## src/rtl/prio_pkg.sv

```systemverilog
// Shared definitions for the priority/round-robin encoder: arbitration mode
// constants and the width helper used to size index ports.
package prio_pkg;

  localparam logic PRIO_FIXED = 1'b0;
  localparam logic PRIO_RR    = 1'b1;

  // Ceiling log2; returns 0 for v <= 1, so callers clamp to a minimum width.
  function automatic int clog2(input int v);
    int r;
    r = 0;
    while ((1 << r) < v) r++;
    return r;
  endfunction

endpackage

```

## src/rtl/prio_pick.sv

```systemverilog
// Combinational selector. Fixed mode returns the highest set index of c.
// Round-robin mode searches downward from p-1, wrapping from 0 to n-1, and
// visits p itself last.
module prio_pick
  import prio_pkg::*;
#(
  parameter int N = 8,
  parameter int W = 3
) (
  input  logic [N-1:0] c,
  input  logic [W-1:0] p,
  input  logic         mode,
  output logic [W-1:0] idx,
  output logic         any
);

  // Scan candidates so that the last hit assigned is the preferred one.
  always_comb begin
    int j;
    idx = '0;
    any = |c;
    j   = 0;
    if (mode == PRIO_RR) begin
      // Largest offset first, so offset 1 (index p-1) overrides everything.
      for (int off = N; off >= 1; off--) begin
        j = (int'(p) + N - off) % N;
        if (c[j]) idx = j[W-1:0];
      end
    end else begin
      // Ascending scan: the highest set index is written last.
      for (int k = 0; k < N; k++) begin
        j = k;
        if (c[k]) idx = j[W-1:0];
      end
    end
  end

endmodule

```

## src/rtl/prio_encode_rr.sv

```systemverilog
// Registered priority encoder with accept handshake. Requests are captured
// into pend until their grant is acknowledged; a new grant is chosen whenever
// the output is idle or the current grant is being accepted.
module prio_encode_rr
  import prio_pkg::*;
#(
  parameter int N  = 8,
  parameter int RR = 0,
  localparam int W = (clog2(N) < 1) ? 1 : clog2(N)
) (
  input  logic         clk,
  input  logic         rst,
  input  logic [N-1:0] I,
  input  logic         ack,
  output logic [W-1:0] Y,
  output logic         en,
  output logic [N-1:0] grant,
  output logic [N-1:0] pend
);

  localparam logic MODE = (RR != 0) ? PRIO_RR : PRIO_FIXED;

  logic         hs;
  logic [N-1:0] y_oh;
  logic [N-1:0] cand;
  logic [N-1:0] pend_nxt;
  logic [W-1:0] ptr;
  logic [W-1:0] pick_idx;
  logic         pick_any;

  // Handshake qualifiers, candidate set and next pending vector.
  always_comb begin
    hs   = en & ack;
    y_oh = {{(N-1){1'b0}}, 1'b1} << Y;
    // The just-accepted index never competes on its own handshake edge.
    cand = (pend | I) & ~(hs ? y_oh : '0);
    // A request arriving on the acknowledged line re-pends it.
    pend_nxt = (pend | I) & ~(hs ? (y_oh & ~I) : '0);
    grant    = en ? y_oh : '0;
  end

  prio_pick #(
    .N(N),
    .W(W)
  ) u_pick (
    .c   (cand),
    .p   (ptr),
    .mode(MODE),
    .idx (pick_idx),
    .any (pick_any)
  );

  // All state: pending vector, presented index/valid and round-robin pointer.
  always_ff @(posedge clk or posedge rst) begin
    if (rst) begin
      pend <= '0;
      Y    <= '0;
      en   <= 1'b0;
      ptr  <= '0;
    end else begin
      pend <= pend_nxt;
      if (hs) ptr <= Y;
      if (!en || hs) begin
        if (pick_any) begin
          en <= 1'b1;
          Y  <= pick_idx;
        end else begin
          en <= 1'b0;
        end
      end
    end
  end

endmodule

```

## config.mk

```make
export PLATFORM = sky130hd
export DESIGN_NAME = prio_encode_rr
export DESIGN_NICKNAME = d
export VERILOG_FILES = /design/src/rtl/prio_pkg.sv /design/src/rtl/prio_pick.sv /design/src/rtl/prio_encode_rr.sv
export SDC_FILE = /design/constraint.sdc
export NUM_CORES = 1
export LEC_CHECK = 0
export BUFFER_PORTS_ARGS = -buffer_cell sky130_fd_sc_hd__buf_2
export CAP_MARGIN = 20
export CORE_MARGIN = 3
export CORE_UTILIZATION = 52
export DETAILED_ROUTE_END_ITERATION = 7
export GPL_ROUTABILITY_DRIVEN = 1
export PLACE_DENSITY = 0.8
export SYNTH_ARGS = -nofsm -noshare
export SYNTH_HDL_FRONTEND = slang
export SYNTH_HIERARCHICAL = 1
export SYNTH_SLANG_ARGS = --single-unit
export TNS_END_PERCENT = 20
```

## constraint.sdc

```tcl
create_clock -name clk -period 2.5 [get_ports clk]
set_input_delay 0.25 -clock clk [delete_from_list [all_inputs] [get_ports clk]]
set_output_delay 0.25 -clock clk [all_outputs]
set_load 0.02 [all_outputs]
```

==> results.sh, run 1 <==
export IMPL_synth_area_leaders="dfrtp_1, mux4_2, mux2i_1"
export IMPL_clockBufferDepth=2
export IMPL_via_per_inst=6.13
export IMPL_first_global_vias=1703
export IMPL_max_vdd_ir_drop_v=0.000665
export IMPL_ys_seq_elements=15
export IMPL_start_util_pct=55.3
export IMPL_synthTopCellsByCount="nand2_1, nor2_1, dfrtp_1"
export IMPL_r2r_start="Y[2]"
export IMPL_violations="hold timing, setup timing"
export IMPL_synth_distinct_cells=54
export IMPL_worstSetupEndpointType="flop"
export IMPL_post_route_cell_area_um2=2360
export IMPL_r2r_cells=10
export IMPL_max_freq_ghz=0.396
export IMPL_final_nets=273
export IMPL_power_density_nw_per_um2=1180
export IMPL_synth_area_um2=1870
export IMPL_worstMarginPinSlew_ps=567
export IMPL_antenna_left=0
export IMPL_finalHoldViolations=7
export IMPL_drtIter0Drc=125
export IMPL_hold_path_class="primary input to async pin"
export IMPL_critPathKind="flop to flop"
export IMPL_synth_most_common_cell="nand2_1"
export IMPL_grt_antenna_before_repair=0
export IMPL_cp_required_ps=2740
export IMPL_reg2reg_to="Y[1]"
export IMPL_fin_util_pct=69.7
export IMPL_grt_start_max_net_pins=16
export IMPL_io_buffers=30
export IMPL_relSlewSlack_pct=62.2
export IMPL_worst_ep_arrival_time_ps=2770
export IMPL_die_height_um=66.0
export IMPL_status="complete, but fails checks"
export IMPL_track_usage_pct=23.5
export IMPL_setup_slack_ps=-27.7
export IMPL_p_leak_nw=0.970
export IMPL_ys_flop_type="dfrtp_1"
export IMPL_setup_viol_count_final=1
export IMPL_syn_inst=197
export IMPL_gp_congestion=0.932
export IMPL_yosysSeqAreaShare_pct=20.0
export IMPL_grt_pass1_wl_um=7940
export IMPL_synth_edff_count=0
export IMPL_numCtsBuffers=3
export IMPL_dieArea_um2=4360
export IMPL_rrSetupSlack_ps=-30
export IMPL_drc=0
export IMPL_htreeDepth=1
export IMPL_cts_hold_buf=0
export IMPL_cts_sinks=15
export IMPL_rsz0062_at_grt="yes"
export IMPL_chipWidth_um=66.0
export IMPL_hpwl_um=3810
export IMPL_fin_worst_skew_ps=12.6
export IMPL_cts_tree="yes"
export IMPL_slew_violations=0
export IMPL_rows=21
export IMPL_yosys_area_top_type="dfrtp_1"
export IMPL_maxCapViolations=0
export IMPL_io_pins=31
export IMPL_vias=1871
export IMPL_drive_above_1_share_pct=47.1
export IMPL_yosys_warnings=6
export IMPL_async_flop_share_pct=100
export IMPL_path_clk_slew_ps=100
export IMPL_dr_pass1_iters=4
export IMPL_crit_fanout=8
export IMPL_cts_root_buffer="clkbuf_4"
export IMPL_synth_top_cell_area_share_pct=20.0
export IMPL_core_area_um2=3390
export IMPL_period_share_pct=101
export IMPL_nFillCells=244
export IMPL_syn_area_per_cell_um2=9.51
export IMPL_holdWs_ps=-7.21
export IMPL_n_antenna_cell=0
export IMPL_wirelength_um=5530
export IMPL_period_minus_slack_ps=2530
export IMPL_worstSetupStartpoint="Y[2]"
export IMPL_cp_start_kind="flop"
export IMPL_clkLatencyLatePin_ps=300
export IMPL_placedInstanceArea_um2=2220
export IMPL_wl_per_cell_um=18.1
export IMPL_grt_overflow_total=0
export IMPL_syn2layout_area_growth_pct=26.1
cells in the final DEF, fill, tap and decap left out, drive strengths merged, types with 9 or more instances in the layout:
master and count:
a21o 9, buf 66, dfrtp 15, mux2 9, mux2i 12, mux4 14, nand2 21, nor2 17
o21a 10
cell families after synthesis:
| logic type | synth area share (%) |
|---|---|
| mux | 30.9 |
| compound gates | 17.8 |
| xor+xnor | 1.80 |
| flops | 20.0 |
| fa+ha+maj | 1.34 |
| simple gates | 20.0 |
| other cells | 0.200 |
| buf+inv | 8.02 |
cell type report:
| cell class | instances | area (µm²) | area share (%) |
|---|---|---|---|
| clock buffers | 4 | 26.3 | 1.11 |
| well taps | 46 | 57.6 | 2.44 |
| repair buffers | 66 | 420 | 17.8 |
| flip-flops and latches | 15 | 380 | 16.1 |
| inverters | 7 | 26.3 | 1.11 |
| multi-input cells | 167 | 1450 | 61.4 |
worst max-delay path by stage:
stage | to | slack (ps)
after floorplan | Y[1] | 5
after global routing | Y[1] | -120
final | Y[1] | -30
after CTS | Y[1] | 0.02
after global placement | Y[1] | -4
after detailed placement | Y[1] | -50
worst max-delay path: stages (launching register included):
cell and delay (ps):
dfrtp_2 430, and3b_4 350, nand2_1 110, o21a_4 160, mux4_2 540, buf_4 170
mux2i_4 140, and4_1 220, o2111ai_1 110, nand3_1 90, mux2_2 140
registers in the layout, indices dropped and copies added, names as in the netlist:
| register | cells |
|---|---|
| Y | 3 |
| en | 1 |
| pend | 8 |
| ptr | 3 |
through the flow:
step           std cells  total power (W)  TNS, ps  worst slack, ps
2_1_floorplan        202          0.00192        0             4.87
3_3_place_gp         295          0.00244    -3.84            -3.84
3_5_place_dp         295          0.00247    -50.8            -50.8
4_1_cts              299          0.00262        0           0.0242
5_1_grt              305          0.00298     -122             -122
6_report             305          0.00278    -27.7            -27.7
repair_timing:
item,CTS,global route
endpoints found under the setup margin,1,2
cloned,0,2
pin swaps,0,2
resized for setup,4,19
buffers inserted,0,4
report_power, final:
group          total (W)  switching, W  internal [W]
clock network   0.000143     0.0000809     0.0000621
logic            0.00224       0.00116       0.00109
registers       0.000395     0.0000901      0.000305
total            0.00278       0.00133       0.00145
per-layer routing:
metal	global-route usage, %	up-vias	share of wire (%)
li1	-	863	-
met2	40.8	90	49
met1	31.6	903	41
met4	2.54	0	2.9
met5	0	-	0
met3	4.25	15	6.8
No activity file was read; power rests on OpenSTA's default activity.
==> run 2: changes to the inputs <==
--- a/config.mk
+++ b/config.mk
@@ -11,7 +11,9 @@
 export CORE_UTILIZATION = 52
 export DETAILED_ROUTE_END_ITERATION = 7
 export GPL_ROUTABILITY_DRIVEN = 1
+export GPL_TIMING_DRIVEN = 1
 export PLACE_DENSITY = 0.8
+export SETUP_SLACK_MARGIN = 0.5
 export SYNTH_ARGS = -nofsm -noshare
 export SYNTH_HDL_FRONTEND = slang
 export SYNTH_HIERARCHICAL = 1
==> results.sh, run 2 (synthesis results as in run 1) <==
export IMPL_status="complete, but fails checks"
export IMPL_violations="hold timing"
export IMPL_hpwl_um=3790
export IMPL_final_cell_mix="buf_4, buf_2, nand2_1"
export IMPL_power_w=0.00286
export IMPL_relSlewSlack_pct=61.5
export IMPL_cp_start_kind="flop"
export IMPL_place_inst=291
export IMPL_clkLatencyLatePin_ps=300
export IMPL_numCtsBuffers=3
export IMPL_antenna_left=0
export IMPL_drive_above_1_share_pct=50.4
export IMPL_setup_viol_count_final=0
export IMPL_slew_violations=0
export IMPL_n_antenna_cell=0
export IMPL_hold_path_class="primary input to async pin"
export IMPL_dr_pass1_iters=4
export IMPL_finalNonFillerCells=308
export IMPL_fin_worst_skew_ps=7.43
export IMPL_power_density_nw_per_um2=1180
export IMPL_core_area_um2=3390
export IMPL_io_buffers=30
export IMPL_dieArea_um2=4360
export IMPL_wirelength_um=5290
export IMPL_crit_path_top_delay_cell="mux4_2"
export IMPL_gp_congestion=0.977
export IMPL_final_common_cell="buf_4"
export IMPL_p_leak_nw=1.01
export IMPL_max_freq_ghz=0.400
export IMPL_io_pins=31
export IMPL_htreeDepth=1
export IMPL_maxCapViolations=0
export IMPL_cts_root_buffer="clkbuf_4"
export IMPL_largest_reg_flops=8
export IMPL_crit_fanout=5
export IMPL_holdWs_ps=-10.6
export IMPL_regMostFlops="pend"
export IMPL_first_global_vias=1800
export IMPL_finalHoldViolations=15
export IMPL_worstMarginPinSlew_ps=577
export IMPL_worstSetupEndpointType="flop"
export IMPL_slowest_delay_ps=500
export IMPL_cts_sinks=15
export IMPL_worst_ep_arrival_time_ps=2740
export IMPL_track_usage_pct=25.8
export IMPL_setup_slack_ps=1.16
export IMPL_cp_required_ps=2740
export IMPL_clockBufferDepth=2
export IMPL_pre_cts_ws_ps=-68.5
export IMPL_grt_pass1_wl_um=8630
export IMPL_vias=1847
export IMPL_setup_tns_ps=0
export IMPL_drtIter0Drc=127
export IMPL_nFillCells=225
export IMPL_wl_per_cell_um=17.2
export IMPL_start_util_pct=55.3
export IMPL_grt_start_max_net_pins=16
export IMPL_period_minus_slack_ps=2500
export IMPL_die_height_um=66.0
export IMPL_critPathKind="flop to flop"
export IMPL_grt_antenna_before_repair=0
export IMPL_path_clk_slew_ps=100
export IMPL_drc=0
export IMPL_cts_hold_buf=0
export IMPL_grt_overflow_total=0
export IMPL_top_regs="pend (8), Y (3), ptr (3)"
export IMPL_rsz0062_at_grt="yes"
export IMPL_period_share_pct=100
export IMPL_syn2layout_area_growth_pct=29.4
export IMPL_rows=21
export IMPL_final_nets=276
export IMPL_chipWidth_um=66.0
export IMPL_cp_cell_sequence="and3b_4 > nand3_4 > o21a_4 > mux4_2 > nand2b_1 > a21boi_4 > and4_1 > o2111ai_1 > nand3_1 > mux2_2"
export IMPL_via_per_inst=6.00
export IMPL_max_vdd_ir_drop_v=0.000809
export IMPL_cts_tree="yes"
-- run 2: layout make-up --
class | instances | area [µm²] | area share [%]
Inverter | 7 | 26.3 | 1.08
Multi-Input combinational cell | 167 | 1490 | 61.3
Tap cell | 46 | 57.6 | 2.37
Sequential cell | 15 | 380 | 15.7
Timing Repair Buffer | 69 | 447 | 18.4
Clock inverter | 1 | 5.00 | 0.207
Clock buffer | 3 | 22.5 | 0.929
-- run 2: metal layers --
metal  GRT usage, %  vias to the layer above  routed length [µm]
li1               -                      865                   -
met1           33.9                      861                2090
met2           42.4                       95                2560
met3           5.44                       26                 455
met4           8.38                        0                 182
met5              0                        -                   0
-- run 2: per-stage QoR --
step | instance area [µm²] | utilization, %
5_1_grt | 2420 | 71.5
3_3_place_gp | 2200 | 64.9
6_report | 2420 | 71.5
2_1_floorplan | 1920 | -
3_5_place_dp | 2200 | 64.9
4_1_cts | 2340 | 69.0
-- run 2: what timing repair did --
item	4_1_cts	5_1_grt
pin swaps	1	0
buffers inserted	6	5
gates cloned	1	1
gates resized for setup	18	9
endpoints found under the setup margin	4	4
endpoints found under the hold margin	0	0
-- run 2: path summary, 6_finish.rpt --
kind | slack [ps] | cells past startpoint | start | endpoint
max reg2reg | 1 | 10 | Y[2] | Y[1]
min in group clk | 140 | 2 | I[7] | pend[7]
min | -10 | 2 | rst | pend[3]
min reg2reg | 510 | 1 | pend[5] | pend[5]
max | 1 | 10 | Y[2] | Y[1]
max in group asynchronous | 2100 | 2 | rst | Y[0]
-- run 2: where the power goes --
part / total [W] / switching [W] / internal [W] / leakage (nW)
clock: 0.000148 / 0.0000880 / 0.0000597 / 0.0177
combinational: 0.00232 / 0.00119 / 0.00113 / 0.849
sequential: 0.000395 / 0.0000894 / 0.000306 / 0.143
-- run 2: critical path: cells and delay by family, from the launching register on --
kind	cells	cell delay [ps]
compound gates	3	450
mux	2	640
flops	1	440
simple gates	5	920
